==> src/rtl/irq_pkg.sv <==
// Shared types and default parameters for the interrupt controller.
package irq_pkg;

    // Default parameter values used by irq_ctrl and its sub-blocks.
    localparam int DEF_NUM_IRQ    = 8;
    localparam int DEF_VEC_W      = 12;
    localparam int DEF_DEPTH      = 4;
    localparam int DEF_EDGE       = 1;
    localparam int DEF_VEC_STRIDE = 4;

    // Presentation FSM: IDLE looks for a candidate, ASSERT holds it until ack.
    typedef enum logic {
        IDLE   = 1'b0,
        ASSERT = 1'b1
    } irq_state_e;

    // Index width for a request vector of n lines (at least one bit).
    function automatic int idx_width(input int n);
        if (n > 1) begin
            return $clog2(n);
        end else begin
            return 1;
        end
    endfunction

endpackage : irq_pkg

==> src/rtl/irq_prio_enc.sv <==
// Lowest-index-first priority encoder; index 0 wins over every other line.
module irq_prio_enc
    import irq_pkg::*;
#(
    parameter int NUM_IRQ = DEF_NUM_IRQ,
    parameter int IDX_W   = idx_width(NUM_IRQ)
) (
    input  logic [NUM_IRQ-1:0] req,
    output logic [IDX_W-1:0]   idx,
    output logic               valid
);

    // Scan from the top down so the last hit written is the lowest index.
    always_comb begin
        idx   = {IDX_W{1'b0}};
        valid = 1'b0;
        for (int i = NUM_IRQ - 1; i >= 0; i--) begin
            if (req[i]) begin
                idx   = IDX_W'(i);
                valid = 1'b1;
            end else begin
                idx   = idx;
                valid = valid;
            end
        end
    end

endmodule : irq_prio_enc

==> src/rtl/irq_ctrl.sv <==
// Interrupt controller: request capture, masking, priority selection,
// CPU handshake and a nesting stack tracking the active ISRs.
module irq_ctrl
    import irq_pkg::*;
#(
    parameter int NUM_IRQ    = DEF_NUM_IRQ,
    parameter int VEC_W      = DEF_VEC_W,
    parameter int DEPTH      = DEF_DEPTH,
    parameter int EDGE       = DEF_EDGE,
    parameter int VEC_STRIDE = DEF_VEC_STRIDE
) (
    input  logic                       clk,
    input  logic                       rst,
    input  logic [NUM_IRQ-1:0]         irqSrc,
    input  logic                       maskWrEn,
    input  logic [NUM_IRQ-1:0]         maskIn,
    input  logic                       vecBaseWrEn,
    input  logic [VEC_W-1:0]           vecBaseIn,
    output logic                       IRQ,
    output logic [VEC_W-1:0]           IRQn,
    input  logic                       IRQAck,
    input  logic                       irqRet,
    output logic [NUM_IRQ-1:0]         pending,
    output logic [$clog2(DEPTH+1)-1:0] depth,
    output logic                       retErr
);

    localparam int IDX_W = idx_width(NUM_IRQ);
    localparam int DW    = $clog2(DEPTH + 1);
    localparam int AW    = idx_width(DEPTH);

    // Capture and configuration state
    logic [NUM_IRQ-1:0] hist_r;
    logic [NUM_IRQ-1:0] pending_r;
    logic [NUM_IRQ-1:0] mask_r;
    logic [VEC_W-1:0]   vec_base_r;
    logic [NUM_IRQ-1:0] set_s;
    logic [NUM_IRQ-1:0] clr_s;
    logic [NUM_IRQ-1:0] req_s;
    logic [NUM_IRQ-1:0] pending_next_s;

    // Selection / presentation state
    irq_state_e         state_r;
    irq_state_e         state_next_s;
    logic               irq_r;
    logic [VEC_W-1:0]   irqn_r;
    logic [IDX_W-1:0]   sel_r;
    logic [IDX_W-1:0]   cand_s;
    logic               cand_valid_s;
    logic               preempt_ok_s;
    logic               load_s;
    logic               push_s;
    logic [VEC_W-1:0]   vec_addr_s;

    // Nesting stack
    logic [IDX_W-1:0]   stack_r [DEPTH];
    logic [DW-1:0]      depth_r;
    logic [DW-1:0]      depth_pop_s;
    logic [DW-1:0]      depth_next_s;
    logic [IDX_W-1:0]   top_s;
    logic [AW-1:0]      top_ptr_s;
    logic [AW-1:0]      wr_ptr_s;
    logic               pop_s;
    logic               push_ok_s;
    logic               ret_err_r;
    logic               ret_err_set_s;

    // Edge mode looks for a registered 0->1 change; level mode follows the line.
    always_comb begin
        if (EDGE != 0) begin
            set_s = irqSrc & ~hist_r;
        end else begin
            set_s = irqSrc;
        end
    end

    // Acceptance clears the selected bit; a new capture in the same cycle wins.
    always_comb begin
        clr_s = {NUM_IRQ{1'b0}};
        for (int i = 0; i < NUM_IRQ; i++) begin
            clr_s[i] = push_s && (sel_r == IDX_W'(i));
        end
        pending_next_s = (pending_r & ~clr_s) | set_s;
        req_s          = pending_r & mask_r;
    end

    irq_prio_enc #(
        .NUM_IRQ (NUM_IRQ),
        .IDX_W   (IDX_W)
    ) u_prio_enc (
        .req   (req_s),
        .idx   (cand_s),
        .valid (cand_valid_s)
    );

    // Stack top and the nesting rule: empty stack, or strictly higher
    // priority than the running ISR with a free level left.
    always_comb begin
        top_ptr_s = AW'(depth_r - DW'(1));
        top_s     = stack_r[top_ptr_s];
        if (depth_r == DW'(0)) begin
            preempt_ok_s = 1'b1;
        end else if ((cand_s < top_s) && (depth_r < DW'(DEPTH))) begin
            preempt_ok_s = 1'b1;
        end else begin
            preempt_ok_s = 1'b0;
        end
        vec_addr_s = vec_base_r + (VEC_W'(cand_s) * VEC_W'(VEC_STRIDE));
    end

    // Next-state logic: present a candidate once, hold it until the CPU acks.
    always_comb begin
        state_next_s = state_r;
        load_s       = 1'b0;
        push_s       = 1'b0;
        case (state_r)
            IDLE: begin
                if (cand_valid_s && preempt_ok_s) begin
                    state_next_s = ASSERT;
                    load_s       = 1'b1;
                end else begin
                    state_next_s = IDLE;
                end
            end
            ASSERT: begin
                if (IRQAck) begin
                    state_next_s = IDLE;
                    push_s       = 1'b1;
                end else begin
                    state_next_s = ASSERT;
                end
            end
            default: begin
                state_next_s = IDLE;
            end
        endcase
    end

    // Return handling: pop first, then push, so ret+ack swaps the top in place.
    always_comb begin
        pop_s         = irqRet && (depth_r != DW'(0));
        ret_err_set_s = irqRet && (depth_r == DW'(0));
        if (pop_s) begin
            depth_pop_s = depth_r - DW'(1);
        end else begin
            depth_pop_s = depth_r;
        end
        push_ok_s = push_s && (depth_pop_s < DW'(DEPTH));
        wr_ptr_s  = AW'(depth_pop_s);
        if (push_ok_s) begin
            depth_next_s = depth_pop_s + DW'(1);
        end else begin
            depth_next_s = depth_pop_s;
        end
    end

    // Request capture, pending bits and software-written configuration.
    always_ff @(posedge clk) begin
        if (rst) begin
            hist_r     <= {NUM_IRQ{1'b1}};
            pending_r  <= {NUM_IRQ{1'b0}};
            mask_r     <= {NUM_IRQ{1'b0}};
            vec_base_r <= {VEC_W{1'b0}};
        end else begin
            hist_r    <= irqSrc;
            pending_r <= pending_next_s;
            if (maskWrEn) begin
                mask_r <= maskIn;
            end else begin
                mask_r <= mask_r;
            end
            if (vecBaseWrEn) begin
                vec_base_r <= vecBaseIn;
            end else begin
                vec_base_r <= vec_base_r;
            end
        end
    end

    // FSM state plus the registered IRQ/IRQn/sel outputs.
    always_ff @(posedge clk) begin
        if (rst) begin
            state_r <= IDLE;
            irq_r   <= 1'b0;
            irqn_r  <= {VEC_W{1'b0}};
            sel_r   <= {IDX_W{1'b0}};
        end else begin
            state_r <= state_next_s;
            irq_r   <= (state_next_s == ASSERT);
            if (load_s) begin
                irqn_r <= vec_addr_s;
                sel_r  <= cand_s;
            end else begin
                irqn_r <= irqn_r;
                sel_r  <= sel_r;
            end
        end
    end

    // Nesting stack entries and the depth pointer.
    always_ff @(posedge clk) begin
        if (rst) begin
            depth_r <= {DW{1'b0}};
            for (int i = 0; i < DEPTH; i++) begin
                stack_r[i] <= {IDX_W{1'b0}};
            end
        end else begin
            depth_r <= depth_next_s;
            if (push_ok_s) begin
                stack_r[wr_ptr_s] <= sel_r;
            end else begin
                stack_r[wr_ptr_s] <= stack_r[wr_ptr_s];
            end
        end
    end

    // Sticky error for a return with nothing on the stack.
    always_ff @(posedge clk) begin
        if (rst) begin
            ret_err_r <= 1'b0;
        end else if (ret_err_set_s) begin
            ret_err_r <= 1'b1;
        end else begin
            ret_err_r <= ret_err_r;
        end
    end

    assign IRQ     = irq_r;
    assign IRQn    = irqn_r;
    assign pending = pending_r;
    assign depth   = depth_r;
    assign retErr  = ret_err_r;

endmodule : irq_ctrl

==> config.mk <==
export PLATFORM = sky130hd
export DESIGN_NAME = irq_ctrl
export DESIGN_NICKNAME = d
export VERILOG_FILES = /design/src/rtl/irq_pkg.sv /design/src/rtl/irq_prio_enc.sv /design/src/rtl/irq_ctrl.sv
export SDC_FILE = /design/constraint.sdc
export NUM_CORES = 1
export LEC_CHECK = 0
export CAP_MARGIN = 10
export CORE_MARGIN = 2
export CORE_UTILIZATION = 52
export CTS_BUF_LIST = sky130_fd_sc_hd__clkbuf_16
export DETAILED_ROUTE_END_ITERATION = 7
export PLACE_DENSITY = 0.79
export SLEW_MARGIN = 30
export SYNTH_ARGS = -nofsm -noshare
export SYNTH_HDL_FRONTEND = slang
export SYNTH_HIERARCHICAL = 1
export SYNTH_SLANG_ARGS = --single-unit
==> constraint.sdc <==
create_clock -name clk -period 3.3 [get_ports clk]
set_input_delay 0.99 -clock clk [delete_from_list [all_inputs] [get_ports clk]]
set_output_delay 0.99 -clock clk [all_outputs]
set_load 0.03 [all_outputs]
==> out/results.ini <==
[status]
status=finished clean

[die]
start_util=0.541
placementRows=28
die_height_um=82.7
core_um2=5960
io_pins=59
fp.dieW_um=82.7
die_area_um2=6840

[layout]
stdcell_count=459
antenna_cells=0
multi_input_area_um2=1630
drive_gt1_frac=0.130
nNetsFinal=422
nFillCells=484
seq_area_um2=1480
area_growth_syn_to_layout_pct=28.9

[critical_path]
rr_startpoint=depth[1]$_SDFF_PP0_
critPathMaxStageDelay_ns=0.46
crit_buf_inv=3
crit_path_max_fanout=8
crit_path_top_delay_cell=ha_1
worstPathArrival_ns=3.15
rr_worst_depth=10
crit_type=register to register
r2r_setup_slack_ns=0.40
crit_family=compound AO/OA/AOI/OAI gates
end_kind=register
start_kind=register
worst_r2r_endpoint=IRQn[3]$_SDFFE_PP0P_
cp_data_required_time_ns=3.56
crit_chain=inv_1, ha_1, mux4_2, inv_1, ha_1, a211oi_1, o21ai_1, a21oi_2, buf_4, mux2i_1

[clocking]
cts_root_buf=clkbuf_16
post-cts-setup-buffer-count=0
clock-sinks=68
clk_latency_ns=0.33
clockBufferDepth=2
cts_tree=yes
postCtsHoldBufs=0
cts_max_level=3
cts_buffers=9
clkTransAtPathRegs_ns=0.06
cts.repair.resized=0

[drt]
postRouteWirelength_um=7100
via_per_inst=5.46
wl_met3_um=419
ant_nets=0
wl_per_cell_um=15.5
first_pass_iters=5
drc_errors=0
route.met2.wl_um=3480
wl_met1_um=3100
drt_iter0_markers=140
highest_layer=met4
vias=2507

[min_path]
min_delay_path_depth=2
min_path_type=register to register
worstHoldStart=IRQn[0]$_SDFFE_PP0P_
holdPathEnd=IRQn[0]$_SDFFE_PP0P_

[synthesis]
synth_adder_area_share=0.0373
yosysUniqueCellTypes=54
synth_top_cell_area_share=0.348
synthTopCellsByArea=dfxtp_1, edfxtp_1, mux2i_1
avgSynthCellArea_um2=10.2
synth_simple_gate_area_share=0.213
synth_area_um2=3220
yosysWarnings=6
yosysMostFrequentCell=dfxtp_1
synth_xor_area_frac=0.0159
synth_edf_count=12
ys_async_sr_fraction=0
synth_top_family_by_area=simple AND/OR/NAND/NOR gates
synth_compound_area_frac=0.121
yosys-top-cells-count=dfxtp_1, mux2i_1, nor2_1, nand2_1, and2_1
syn-num-nets=359
yosys.area.top_type=dfxtp_1
muxShareOfSynthArea=0.119
synth_cells=316
yosys_most_used_dff=dfxtp_1
ys_seq_area_frac=0.460
synth.ff_latch_count=68

[sta]
hold_slack_ns=0.463
rsz0062_at_grt=false
setup_viol=0
relSlewSlack=0.513
fmax_ghz=0.345
period_minus_slack_ns=2.90
hold_violations=0
period_share=0.877
slew_violations=0
skew_ns=0.00459
tns_ns=0
worst_slew_pin_slew_ns=0.728

[grt]
grt_use_total=0.230
grt_start_max_net_pins=27
grt_pass1_wl_um=11700
grt_pass1_vias=2425
grt_overflow=0
antenna_found_initial=0

[placed_design]
io_buffer_count=58
gp_congestion=0.863
place_inst=443
hpwl_um=5200

[power_and_ir_drop]
ir_drop_mv=0.442
leakage_nw=1.61
p_per_area_nw_per_um2=636

[job]
cap_violations=0

==> worst max path at each step <==
stage,from,end,slack (ns),cells past startpoint
after global placement,irqRet,stack_r[0][0]$_SDFFCE_PN0P_,0.44,5
after floorplan,depth[0]$_SDFF_PP0_,IRQn[6]$_SDFFE_PP0P_,0.54,10
after global routing,depth[1]$_SDFF_PP0_,IRQn[2]$_SDFFE_PP0P_,0.23,10
final,depth[1]$_SDFF_PP0_,IRQn[3]$_SDFFE_PP0P_,0.40,10
after CTS,depth[1]$_SDFF_PP0_,IRQn[3]$_SDFFE_PP0P_,0.41,10
after detailed placement,irqRet,stack_r[0][2]$_SDFFCE_PN0P_,0.33,5
==> state kept, by name, indices dropped and copies added (netlist names) <==
| name | cells |
|---|---|
| hist_r | 8 |
| pending | 8 |
| stack_r | 12 |
| IRQ | 1 |
| IRQn | 12 |
| sel_r | 3 |
| mask_r | 8 |
| depth | 3 |
| vec_base_r | 12 |
| retErr | 1 |
==> placed cells by master, fill, tap and decap left out, drive strengths merged, types with 2 or more instances in the layout <==
cell           count
a2111oi            4
a211oi             6
a21oi             15
and2              17
and3               3
and4b              2
buf                7
clkbuf             9
clkdlybuf4s50     58
clkinv             4
clkinvlp           2
dfxtp             56
edfxtp            12
ha                 8
inv               13
mux2i             33
mux4               2
nand2             23
nand2b            13
nand3              4
nor2              30
nor2b              4
nor3               5
nor4               5
o21a               3
o21ai             12
o31a               2
o31ai              2
or2               13
xnor2              4
==> cell type report <==
class | instances | area share
Tap cell | 75 | 0.0226
Timing Repair Buffer | 65 | 0.152
Clock inverter | 7 | 0.0108
Inverter | 12 | 0.0108
Clock buffer | 9 | 0.0542
Multi-Input combinational cell | 223 | 0.393
Sequential cell | 68 | 0.357
==> metrics by stage <==
| step | setup slack [ns] | cell area, um^2 | util | total power, W |
|---|---|---|---|---|
| detailed placement | 0.328 | 3880 | 0.652 | 0.00180 |
| finish | 0.405 | 4160 | 0.698 | 0.00264 |
| CTS | 0.409 | 4160 | 0.698 | 0.00266 |
| global placement | 0.436 | 3880 | 0.652 | 0.00178 |
| floorplan | 0.541 | 3220 | - | 0.00156 |
| global route | 0.226 | 4160 | 0.698 | 0.00278 |
==> per-layer routing <==
layer / up-vias / global-route usage
li1: 1239 / -
met1: 1186 / 0.280
met2: 68 / 0.381
met3: 14 / 0.0793
met4: 0 / 0.0787
met5: - / 0
==> worst min-delay path, cell delays in order (launching register included) <==
cell	delay, ns
dfxtp_1	0.31
nand2_1	0.06
mux2i_1	0.05
==> where the power goes <==
part	internal [W]	leakage (nW)	total, W	switching [W]
combinational	0.000363	0.894	0.000817	0.000454
sequential	0.000916	0.584	0.000972	0.0000556
clock	0.000503	0.130	0.000855	0.000352
total	0.00178	1.61	0.00264	0.000861
==> cells by family (layout without fill, tap and decap cells) <==
kind of cell,after synthesis,count (layout)
buf+inv,25,93
flops,68,68
xor+xnor,5,5
compound gates,51,51
simple gates,123,123
mux,35,35
fa+ha+maj,9,9
No activity file was read; power rests on OpenSTA's default activity.
